===== src/rtl/spi_slave_if.sv =====
// spi_slave_if: oversampled SPI mode-0 slave, 16-bit host frames in, 8-bit read-back byte out.
module spi_slave_if #(
  parameter int SYNC_STAGES = 2
) (
  input  logic        clk,
  input  logic        rst,
  input  logic        spi_sck,
  input  logic        spi_cs_n,
  input  logic        spi_mosi,
  output logic        spi_miso,
  input  logic [7:0]  tx_data,
  output logic [15:0] rx_data,
  output logic        wr,
  output logic        frame_err
);
  typedef enum logic [1:0] {WAIT_CS, IDLE, SHIFT, HOLD} state_t;
  state_t state, state_n;
  logic [SYNC_STAGES-1:0] sck_q, cs_q, mosi_q;
  logic sck_d, cs_d;
  logic [4:0] bit_cnt;
  logic [15:0] tx_sh, rx_sh;
  logic sck_s, cs_s, mosi_s, sck_rise, sck_fall, cs_rise, cs_fall, last_bit;
  assign sck_s = sck_q[SYNC_STAGES-1];
  assign cs_s = cs_q[SYNC_STAGES-1];
  assign mosi_s = mosi_q[SYNC_STAGES-1];
  assign sck_rise = sck_s & ~sck_d;
  assign sck_fall = ~sck_s & sck_d;
  assign cs_fall = ~cs_s & cs_d;
  assign cs_rise = cs_s & ~cs_d;
  assign last_bit = sck_rise && bit_cnt == 5'd15;
  always_comb begin
    state_n = state;
    case (state)
      WAIT_CS: state_n = cs_s ? IDLE : WAIT_CS;
      IDLE:    state_n = cs_fall ? SHIFT : IDLE;
      SHIFT:   state_n = cs_rise ? IDLE : (last_bit ? HOLD : SHIFT);
      HOLD:    state_n = cs_rise ? IDLE : HOLD;
      default: state_n = WAIT_CS;
    endcase
  end
  // Synchronisers reset low so a CS already held low after reset keeps us in WAIT_CS.
  always_ff @(posedge clk) begin
    if (rst) begin
      sck_q <= '0;
      cs_q <= '0;
      mosi_q <= '0;
      sck_d <= 1'b0;
      cs_d <= 1'b0;
    end else begin
      sck_q <= {sck_q[SYNC_STAGES-2:0], spi_sck};
      cs_q <= {cs_q[SYNC_STAGES-2:0], spi_cs_n};
      mosi_q <= {mosi_q[SYNC_STAGES-2:0], spi_mosi};
      sck_d <= sck_s;
      cs_d <= cs_s;
    end
  end
  always_ff @(posedge clk) begin
    if (rst) begin
      state <= WAIT_CS;
      bit_cnt <= '0;
      tx_sh <= '0;
      rx_sh <= '0;
      rx_data <= '0;
      wr <= 1'b0;
      frame_err <= 1'b0;
      spi_miso <= 1'b0;
    end else begin
      state <= state_n;
      wr <= 1'b0;
      frame_err <= 1'b0;
      spi_miso <= (state == SHIFT || state == HOLD) ? tx_sh[15] : 1'b0;
      if (state == IDLE && cs_fall) begin
        tx_sh <= {tx_data, 8'h00};
        bit_cnt <= '0;
        rx_sh <= '0;
      end
      if (state == SHIFT) begin
        if (cs_rise) begin
          frame_err <= 1'b1;
        end else begin
          if (sck_rise) begin
            rx_sh <= {rx_sh[14:0], mosi_s};
            bit_cnt <= bit_cnt + 5'd1;
          end
          if (last_bit) begin
            rx_data <= {rx_sh[14:0], mosi_s};
            wr <= 1'b1;
          end
          if (sck_fall && bit_cnt != 5'd0) tx_sh <= {tx_sh[14:0], 1'b0};
        end
      end
    end
  end
endmodule


===== config.mk =====
export PLATFORM = sky130hd
export DESIGN_NAME = spi_slave_if
export DESIGN_NICKNAME = d
export VERILOG_FILES = /design/src/rtl/spi_slave_if.sv
export SDC_FILE = /design/constraint.sdc
export NUM_CORES = 1
export LEC_CHECK = 0
export BUFFER_PORTS_ARGS = -buffer_cell sky130_fd_sc_hd__buf_2
export CORE_ASPECT_RATIO = 0.6
export CORE_UTILIZATION = 51
export DETAILED_ROUTE_END_ITERATION = 7
export GPL_TIMING_DRIVEN = 0
export PLACE_DENSITY = 0.74
export SETUP_SLACK_MARGIN = 0.1
export SLEW_MARGIN = 5
export SYNTH_ARGS = -nofsm -noshare
export SYNTH_HDL_FRONTEND = slang
export SYNTH_SLANG_ARGS = --single-unit

===== constraint.sdc =====
create_clock -name clk -period 1.7 [get_ports clk]
set_input_delay 0.085 -clock clk [delete_from_list [all_inputs] [get_ports clk]]
set_output_delay 0.085 -clock clk [all_outputs]
set_load 0.005 [all_outputs]

==> results.cfg <==
[global_route]
grt_pass1_wl_um = 9790
grt_pass1_vias = 2099
grt.overflow.total = 0
grt.total_usage_pct = 24.4
antenna_found_initial = 0
grt_max_degree = 11

[setup_path]
crit_family = simple AND/OR/NAND/NOR gates
cp.arrival_ps = 2010
criticalPathCategory = reg2reg
crit_buf_inv = 1
slowest_delay_ps = 370
critPathMostFrequentCell = ha_4
regToRegSetupSlack_ps = -90
crit_slowest_cell = dfxtp_4
required_ps = 1920
worstPathCellList = ha_4 -> and3_4 -> ha_4 -> nand3b_1 -> nor3_4 -> buf_6 -> mux2i_1 -> nor2_1
endpoint_kind = flop
crit_fanout = 10
crit_path_start_kind = flop

[finish]
final_common_cell = dfxtp_1
area_delta_synth_final_pct = 25.9
multi_input_area_um2 = 1240
drive_above_1_share_pct = 23.0
diodes = 0
seq_area_um2 = 1310
most-common-layout-cells = dfxtp_1 (63), buf_2 (31), nor2_1 (29)
fin_nets = 356
fill_cells = 385

[timing]
drv_slew = 0
period_share_pct = 106
finalCriticalPeriod_ps = 1790
tightest_slew_ps = 550
rsz0062_at_grt = yes
relSlewSlack_pct = 63.3
fmax_mhz = 557
worst_slack_ps = -93.8
finalHoldViolCount = 0
clock_skew_ps = 6.25
setup_viol = 29

[clocking]
cts_buffer_depth = 2
cts_made_buffers = 9
cts_tree = done
cts_htree_levels = 3
clk_pin_slew_ps = 70
cts.sinks = 65
clkLatencyLatePin_ps = 340
root_buffer = clkbuf_8

[floorplanning]
row_count = 19
io_pins = 32
initial_core_util_pct = 54.7
die_h_um = 57.2
die-area_um2 = 5370
design.core.area_um2 = 4730
die_w_um = 94.0

[outcome]
status = complete, but fails checks
violations = setup timing

[routing]
drcViolationCount = 0
avgViaCountPerCell = 5.32
dr.pass1.iters = 4
drt_iter0_drc = 82
postRouteAntennaNets = 0
route.vias.total = 2167
wl_per_cell_um = 14.2
drt_wl_total_um = 5800

[power_and_ir_drop]
powerDensity_nw_per_um2 = 894
leakagePower_nw = 1.29
total_power_mw = 2.91
ir_drop_v = 0.000718

[hold_path]
hold_path_class = in2reg

[placement]
post-place-ws_ps = -478
hpwl_um = 3830
gp_congestion = 0.800
io_buffers = 30

[yosys]
syn-instance-count = 281
synth-async-reset-ratio_pct = 0
seq_area_frac_synth_pct = 50.3
ys_ff_latch = 65
avgSynthCellArea_um2 = 9.21
ys_warn_count = 0
ys.flop_type = dfxtp_1
synth_cell_types = 35
synth_edf_count = 0
synth_nets = 297
syn_area_um2 = 2590

[run]
cap_violations = 0
## repair_timing
item	in CTS	in global routing
pin swaps	1	3
gates cloned	1	0
setup endpoints to repair	38	54
buffers inserted	7	3
hold endpoints to repair	8	0
hold buffers	8	0
gates resized for setup	10	18
## power breakdown
part,switching [mW],internal [mW],total (mW)
clock network,0.546,0.745,1.29
logic,0.0456,0.0402,0.0857
registers,0.00779,1.53,1.54
## per-stage QoR
stage	setup TNS (ps)	hold WS (ps)	util [%]	cells	cell area, µm²
after floorplan	-1600	213	-	281	2600
after global placement	-6490	295	59.9	374	2830
after detailed placement	-6430	299	59.9	374	2830
after CTS	-502	3.04	67.8	405	3210
after global routing	-2650	15.3	68.9	407	3260
final	-1200	17.3	68.9	407	3260
## worst paths after layout
path / start / to / cells past startpoint
max: bit_cnt[1] / rx_data[11] / 8
min: tx_data[4] / tx_sh[12] / 3
max reg2reg: bit_cnt[1] / rx_data[11] / 8
min reg2reg: cs_q[0] / cs_q[1] / 1
## kinds of logic (layout without fill, tap and decap cells)
family	after synthesis	count (layout)	synth area share [%]
and+or+nand+nor	120	120	24.4
adders and majority gates	3	3	1.45
DFF	65	65	50.3
AOI/OAI and AO/OA	46	46	10.6
buffers and inverters	24	87	4.40
muxes	23	23	8.89
## layer usage
metal | up-vias | global-route usage [%] | routed length, µm
met4 | 0 | 9.45 | 53
met2 | 57 | 35.8 | 2540
met5 | - | 0 | 0
met3 | 6 | 8.13 | 317
met1 | 1013 | 33.4 | 2890
li1 | 1091 | - | -
## area by class of cell
cell class / instances / area share, %
Inverter: 5 / 0.576
Multi-Input combinational cell: 192 / 38.0
Timing Repair Buffer: 48 / 9.72
Tap cell: 63 / 2.42
Sequential cell: 65 / 40.2
Clock inverter: 3 / 1.23
Buffer: 19 / 3.11
Clock buffer: 12 / 4.76
## sequential cells by signal, summed over array words and instances, names as in the netlist
signal     flops
cs_q           2
frame_err      1
bit_cnt        5
cs_d           1
rx_data       16
tx_sh         16
sck_q          2
state          2
sck_d          1
spi_miso       1
rx_sh         15
wr             1
mosi_q         2
## synthesized netlist by cell type (3+ instances only)
cell | n | share of area (%)
a31oi_1 | 9 | 2.2
ha_1 | 3 | 1.5
clkbuf_1 | 14 | 2.0
and3_1 | 3 | 0.73
nor2_1 | 30 | 4.4
buf_6 | 3 | 1.3
nand2_1 | 20 | 2.9
a21oi_1 | 13 | 2.5
o21ai_1 | 11 | 2.1
nor2b_1 | 12 | 2.9
nand3_1 | 25 | 4.8
nand2b_1 | 8 | 1.9
mux2i_1 | 23 | 8.9
o31ai_1 | 9 | 2.6
dfxtp_1 | 65 | 50
nor3_1 | 3 | 0.58
inv_1 | 5 | 0.73
and2_1 | 6 | 1.5
## worst reg2reg max path: stages, from the launching register on
cell and delay (ps):
dfxtp_4 370, ha_4 150, and3_4 190, ha_4 120, nand3b_1 150, nor3_4 230, buf_6 210, mux2i_1 220
nor2_1 50
(Power assumes the default switching activity.)
